**src/rtl/systolic_feeder.sv**
```systemverilog
// systolic_feeder
//
// Edge driver for an N x N output-stationary systolic MAC array. Each cycle
// exactly one beat {rst, x[N], w[N]} enters a shared stage-0 register: an
// accepted operand beat, a zero bubble, or a flush beat (rst=1, operands 0).
// From stage 0, lane i passes through i+1 further registers. This gives the
// diagonal skew, so that a beat accepted at edge c reaches lane i after edge
// c+1+i. After the last beat of each tile, one flush beat is inserted. It
// sweeps the array as a reset wavefront, and each PE dumps and clears its
// accumulator when that wavefront reaches it.
//
// Optional feature macro: FEEDER_AUTOFLUSH_EN. When it is defined, a tile
// that reaches KMAX accepted beats without in_last is force-terminated, and
// err_overrun latches until reset. When it is undefined, tiles end only on
// in_last and err_overrun is tied low.
//
// Handshake: a beat is transferred on a rising clk edge where
// in_valid && in_ready. in_ready does not depend on in_valid. in_ready is
// low during reset, low on the first edge after reset, and low in the single
// FLUSH cycle. The array downstream never applies backpressure.
//
// Ports
//   clk          clock, all logic on posedge
//   rst_n        asynchronous active-low reset
//   in_valid     operand beat valid
//   in_ready     feeder accepts a beat this cycle
//   in_x         x column, lane i = [i*DEP +: DEP], signed
//   in_w         w row,    lane j = [j*DEP +: DEP], signed
//   in_last      last beat of the tile (ignored without in_valid)
//   x_left       to x_in of PE(i,0), lane i
//   w_top        to w_in of PE(0,j), lane j
//   rst_left     to rst_in_left of PE(i,0)
//   rst_top      to rst_in_up of PE(0,j)
//   tile_done    one-cycle pulse while the flush occupies lane N-1
//   err_overrun  sticky autoflush indicator
//   state        FSM state (debug observation)

module systolic_feeder #(
  parameter int DEP  = 8,
  parameter int N    = 4,
  parameter int KMAX = 16
) (
  input  logic             clk,
  input  logic             rst_n,
  input  logic             in_valid,
  output logic             in_ready,
  input  logic [N*DEP-1:0] in_x,
  input  logic [N*DEP-1:0] in_w,
  input  logic             in_last,
  output logic [N*DEP-1:0] x_left,
  output logic [N*DEP-1:0] w_top,
  output logic [N-1:0]     rst_left,
  output logic [N-1:0]     rst_top,
  output logic             tile_done,
  output logic             err_overrun,
  output logic [0:0]       state
);

  localparam logic [0:0] ST_STREAM = 1'b0;
  localparam logic [0:0] ST_FLUSH  = 1'b1;

  if (N < 1 || KMAX < 1) begin : g_param_check
    $error("systolic_feeder: N and KMAX must both be at least 1");
  end

  logic [0:0] state_q;
  logic [0:0] state_d;
  logic       up_q;       // low only until the first edge after reset
  logic       accept;
  logic       go_flush;
  logic       flushing;

  assign flushing = (state_q == ST_FLUSH);
  assign in_ready = up_q & ~flushing;
  assign accept   = in_valid & in_ready;
  assign state    = state_q;

`ifdef FEEDER_AUTOFLUSH_EN
  localparam int CNT_W = $clog2(KMAX + 1);

  logic [CNT_W-1:0] cnt_q;
  logic             overrun;
  logic             err_q;

  // The KMAX-th beat arrives when KMAX-1 beats have already been counted.
  assign overrun     = accept & ~in_last & (cnt_q == CNT_W'(KMAX - 1));
  assign go_flush    = (accept & in_last) | overrun;
  assign err_overrun = err_q;

  always_ff @(posedge clk or negedge rst_n) begin
    if (!rst_n) begin
      cnt_q <= '0;
      err_q <= 1'b0;
    end else begin
      if (flushing) begin
        cnt_q <= '0;
      end else if (accept) begin
        cnt_q <= cnt_q + 1'b1;
      end
      if (overrun) begin
        err_q <= 1'b1;
      end
    end
  end
`else
  assign go_flush    = accept & in_last;
  assign err_overrun = 1'b0;
`endif

  always_comb begin
    state_d = state_q;
    case (state_q)
      ST_STREAM: if (go_flush) state_d = ST_FLUSH;
      ST_FLUSH:  state_d = ST_STREAM;
      default:   state_d = ST_STREAM;
    endcase
  end

  always_ff @(posedge clk or negedge rst_n) begin
    if (!rst_n) begin
      state_q <= ST_STREAM;
      up_q    <= 1'b0;
    end else begin
      state_q <= state_d;
      up_q    <= 1'b1;
    end
  end

  // Stage 0 holds the beat entering the skew line this cycle. Operands are
  // zeroed for bubbles and flushes, so the PEs accumulate nothing then.
  logic [N*DEP-1:0] s0_x;
  logic [N*DEP-1:0] s0_w;
  logic             s0_r;

  always_ff @(posedge clk or negedge rst_n) begin
    if (!rst_n) begin
      s0_x <= '0;
      s0_w <= '0;
      s0_r <= 1'b0;
    end else begin
      s0_x <= accept ? in_x : '0;
      s0_w <= accept ? in_w : '0;
      s0_r <= flushing;
    end
  end

  // Lane i delays stage 0 by i+1 more registers.
  for (genvar i = 0; i < N; i++) begin : g_lane
    logic [DEP-1:0] xp [0:i];
    logic [DEP-1:0] wp [0:i];
    logic           rp [0:i];

    always_ff @(posedge clk or negedge rst_n) begin
      if (!rst_n) begin
        for (int k = 0; k <= i; k++) begin
          xp[k] <= '0;
          wp[k] <= '0;
          rp[k] <= 1'b0;
        end
      end else begin
        xp[0] <= s0_x[i*DEP +: DEP];
        wp[0] <= s0_w[i*DEP +: DEP];
        rp[0] <= s0_r;
        for (int k = 1; k <= i; k++) begin
          xp[k] <= xp[k-1];
          wp[k] <= wp[k-1];
          rp[k] <= rp[k-1];
        end
      end
    end

    assign x_left[i*DEP +: DEP] = xp[i];
    assign w_top[i*DEP +: DEP]  = wp[i];
    // Both edges of the array are fed from the same bit. PE(i,j) therefore
    // sees the flush from the left and from the top in the same cycle.
    assign rst_left[i] = rp[i];
    assign rst_top[i]  = rp[i];
  end

  // tile_done is high while the flush occupies the deepest lane.
  assign tile_done = rst_left[N-1];

endmodule

```
**config.mk**
```make
export PLATFORM = sky130hd
export DESIGN_NAME = systolic_feeder
export DESIGN_NICKNAME = d
export VERILOG_FILES = /design/src/rtl/systolic_feeder.sv
export SDC_FILE = /design/constraint.sdc
export NUM_CORES = 1
export LEC_CHECK = 0
export CAP_MARGIN = 15
export CORE_MARGIN = 5
export CORE_UTILIZATION = 50
export DETAILED_ROUTE_END_ITERATION = 10
export PLACE_DENSITY = 0.83
export SYNTH_ARGS = -nofsm -noshare
export SYNTH_HDL_FRONTEND = slang
export SYNTH_SLANG_ARGS = --single-unit
```
**constraint.sdc**
```tcl
create_clock -name clk -period 1.05 [get_ports clk]
set_input_delay 0.21 -clock clk [delete_from_list [all_inputs] [get_ports clk]]
set_output_delay 0.21 -clock clk [all_outputs]
set_load 0.05 [all_outputs]
```
==> summary.txt <==
Routing
  – Via count: 3283
  – Drt initial violations: roughly 150
  – Vias per inst: about 4.8
  – Wirelength, routed: 13400 um
  – Residual DRC: 0
  – Initial DRT Pass Iterations: 4
  – Post-DR wirelength/cell: a little under 20 um
  – Antenna Violating Nets Remaining: 0

Die
  – DIE WIDTH: between 100 and 150 um
  – Die Span Y: between 100 and 150 um
  – Io pins: 144
  – Die area: 0.0165 mm^2
  – CORE AREA: between 0.01 and 0.015 mm^2
  – # rows: 43
  – Initial core utilization: 50.7%

Final layout
  – Area Growth Syn to Fin: 43.7%
  – Utilization after layout: between 70 and 80%
  – N_diodes: 0
  – Final #Nets: 565
  – Layout cells sized above 1: between 20% and 30%
  – Post-Layout Cell Count: between 600 and 700

Global routing
  – Largest net degree at the start of global routing: 66
  – GR peak layer: met2
  – GR Overflow Total: 0
  – GRT Overall Usage: about 17%
  – Vias in the first global route: between 3000 and 4000
  – GR Layer Usage met1: between 10% and 20%
  – Met3 Use GR: under 10%
  – Global-route wire length before repair: roughly 21000 um
  – Met2 usage: approximately 30%
  – Antenna violations before repair: 0

Run status
  – Violated checks: negative setup slack
  – Outcome: finished, violations left

Worst setup path
  – Startpoint Class: flip-flop
  – Crit. End Element: output pin
  – Crit path DAT: ~1.2 ns
  – WP data required: 0.84 ns
  – Worst Path Max Fanout: 3
  – WS Path Type: reg2out

Timing
  – Final period utilization: 136%
  – Fmax: approximately 700 MHz
  – RSZ-0062 raised after global routing: true
  – Setup violations, final: 141
  – Worst setup margin: -0.382 ns
  – Max Transition Viols Final: 0
  – Final hold vios: 0
  – Hold slack: about 0.23 ns
  – Tmin final: around 1.4 ns
  – Worst Skew: approximately 0.0059 ns

CTS
  – TritonCTS Buffers: 23
  – Clock-pin slew on the worst setup and hold paths: 0.06 ns
  – CTS tree: built
  – Clk buf depth: 3
  – Clock latency on the worst-skew pair: ~0.48 ns
  – CTS Sinks: approximately 230
  – H-tree levels: 1
  – Root Buffer: clkbuf_16

Yosys
  – Post-synth cell types: 8
  – Synthesis Warnings: 0
  – Post-Syn Instances: about 380
  – Average size of a mapped cell: roughly 19 um^2
  – Top cells by area, synth: dfrtp_1 82%, and4b_1 9.3%, buf_4 6.6%
  – Synthesized cell area: around 0.0070 mm^2
  – Syn Nets: 443
  – Yosys top cell by area: dfrtp_1
  – Synth top area share: 82.5%
  – Share of the yosys chip area belonging to registers: roughly 82%
  – Seq cells post-synth: between 200 and 250

Power
  – Maximum VDD drop: between 0.0008 and 0.0009 V
  – P_sw: between 4 and 5 mW
  – Sw Share: 21.6%
  – Clk pwr share: between 40% and 50%
  – Combinational power share: 8.9%
  – Leakage power: 4.99 nW
  – Flop pwr share: 49.7%
  – Int Pwr: roughly 15 mW
  – Power Dens Cells: 1880 mW/mm^2

Placed design
  – Post-DP HPWL: ~8400 um
  – Number of instances in the placed design: 640
  – IO buf count: ~140
  – Pre-CTS setup slack: roughly 0.011 ns
  – GPL Wtd Cong: slightly below 0.8

Min path
  – Hold Crit Class: in2async

Job
  – Max Cap Viol: 0
[cell usage in the layout, fill, tap and decap left out]
master / netlist / final
dlygate4sd3_1: 0 / 1
clkinv_2: 0 / 5
bufbuf_16: 0 / 2
clkbuf_16: 0 / 26
buf_16: 0 / 1
clkbuf_1: 3 / 3
buf_6: 5 / 1
buf_2: 6 / 1
bufinv_16: 0 / 2
dfrtp_2: 0 / 6
buf_12: 0 / 82
buf_8: 0 / 5
nor2b_4: 0 / 1
dfrtp_1: 231 / 225
buf_4: 62 / 12
conb_1: 2 / 2
clkdlybuf4s50_1: 0 / 65
clkbuf_8: 0 / 4
clkinv_4: 0 / 1
and4b_1: 65 / 65
[critical path, stage by stage, from the launching register on]
cell and delay [ns]:
dfrtp_2 0.43, nor2b_4 0.16, buf_12 0.15
[power by group through the flow]
stage	logic (mW)	clock network [mW]	registers (mW)
6_report	1.69	7.86	9.43
5_1_grt	1.78	8.47	9.46
4_1_cts	1.67	8.05	9.44
3_5_place_dp	1.60	0	9.59
3_3_place_gp	1.56	0	9.56
2_1_floorplan	0.626	0	9.58
[synthesized netlist by cell type]
cell type / n
and4b_1: 65
buf_2: 6
buf_4: 62
buf_6: 5
clkbuf_1: 3
conb_1: 2
dfrtp_1: 231
nor2b_1: 1
[cell type report]
cell class                 instances  area (um^2)
clock buffer                      30          642
timing repair buffer             173         2650
multi-input combinational         68          672
tap                              180          225
sequential                       231         5790
fill                             797         3750
clock inverter                     8         93.8
[path summary, 6_finish.rpt]
check | slack, ns | from | to | cells after the start
worst max-delay path | -0.38 | state$_DFF_PN0_ | in_ready | 2
worst min-delay path | 0.23 | rst_n | tile_done$_DFF_PN0_ | 2
worst max register to register | -0.36 | state$_DFF_PN0_ | s0_x[30]$_DFF_PN0_ | 5
worst min register to register | 0.34 | s0_w[27]$_DFF_PN0_ | g_lane[3].wp[27]$_DFF_PN0_ | 0
max in group asynchronous | 0.27 | rst_n | g_lane[3].wp[10]$_DFF_PN0_ | 3
min in group clk | 0.26 | in_valid | s0_x[9]$_DFF_PN0_ | 3
[flip-flops by register name, summed over array words and instances (netlist names)]
register	count
g_lane.xp	56
x_left	24
s0_x	32
s0_r	1
g_lane.rp	2
g_lane.wp	56
w_top	24
state	1
tile_done	1
s0_w	32
rst_left	1
up_q	1
[routing by layer]
layer	part of all wire [%]	wire, um
met1	35	4690
met2	56	7470
met3	5.7	759
met4	3.5	469
met5	0	0
[per-stage QoR]
| step | power (mW) | area (um^2) | TNS (ns) |
|---|---|---|---|
| 4_1_cts | 19.2 | 9960 | -33.26 |
| 3_5_place_dp | 11.2 | 9050 | 0 |
| 5_1_grt | 19.7 | 10100 | -37.07 |
| 6_report | 19.0 | 10100 | -31.53 |
| 3_3_place_gp | 11.1 | 9050 | 0 |
| 2_1_floorplan | 10.2 | 7030 | -2.83 |
[kinds of logic after synthesis]
group | after synthesis | share of synthesized area (%)
buf+inv | 76 | 8.03
flops | 231 | 82.5
other cells | 2 | 0.107
simple gates | 66 | 9.37
[repair_timing]
| item | 4_1_cts | 5_1_grt |
|---|---|---|
| gates resized for setup | 11 | 7 |
| cloned | 3 | 3 |
| hold buffers | 1 | 0 |
| setup endpoints to repair | 78 | 141 |
| setup buffers | 4 | 2 |
| endpoints found under the hold margin | 231 | 0 |
(Power assumes the default switching activity.)
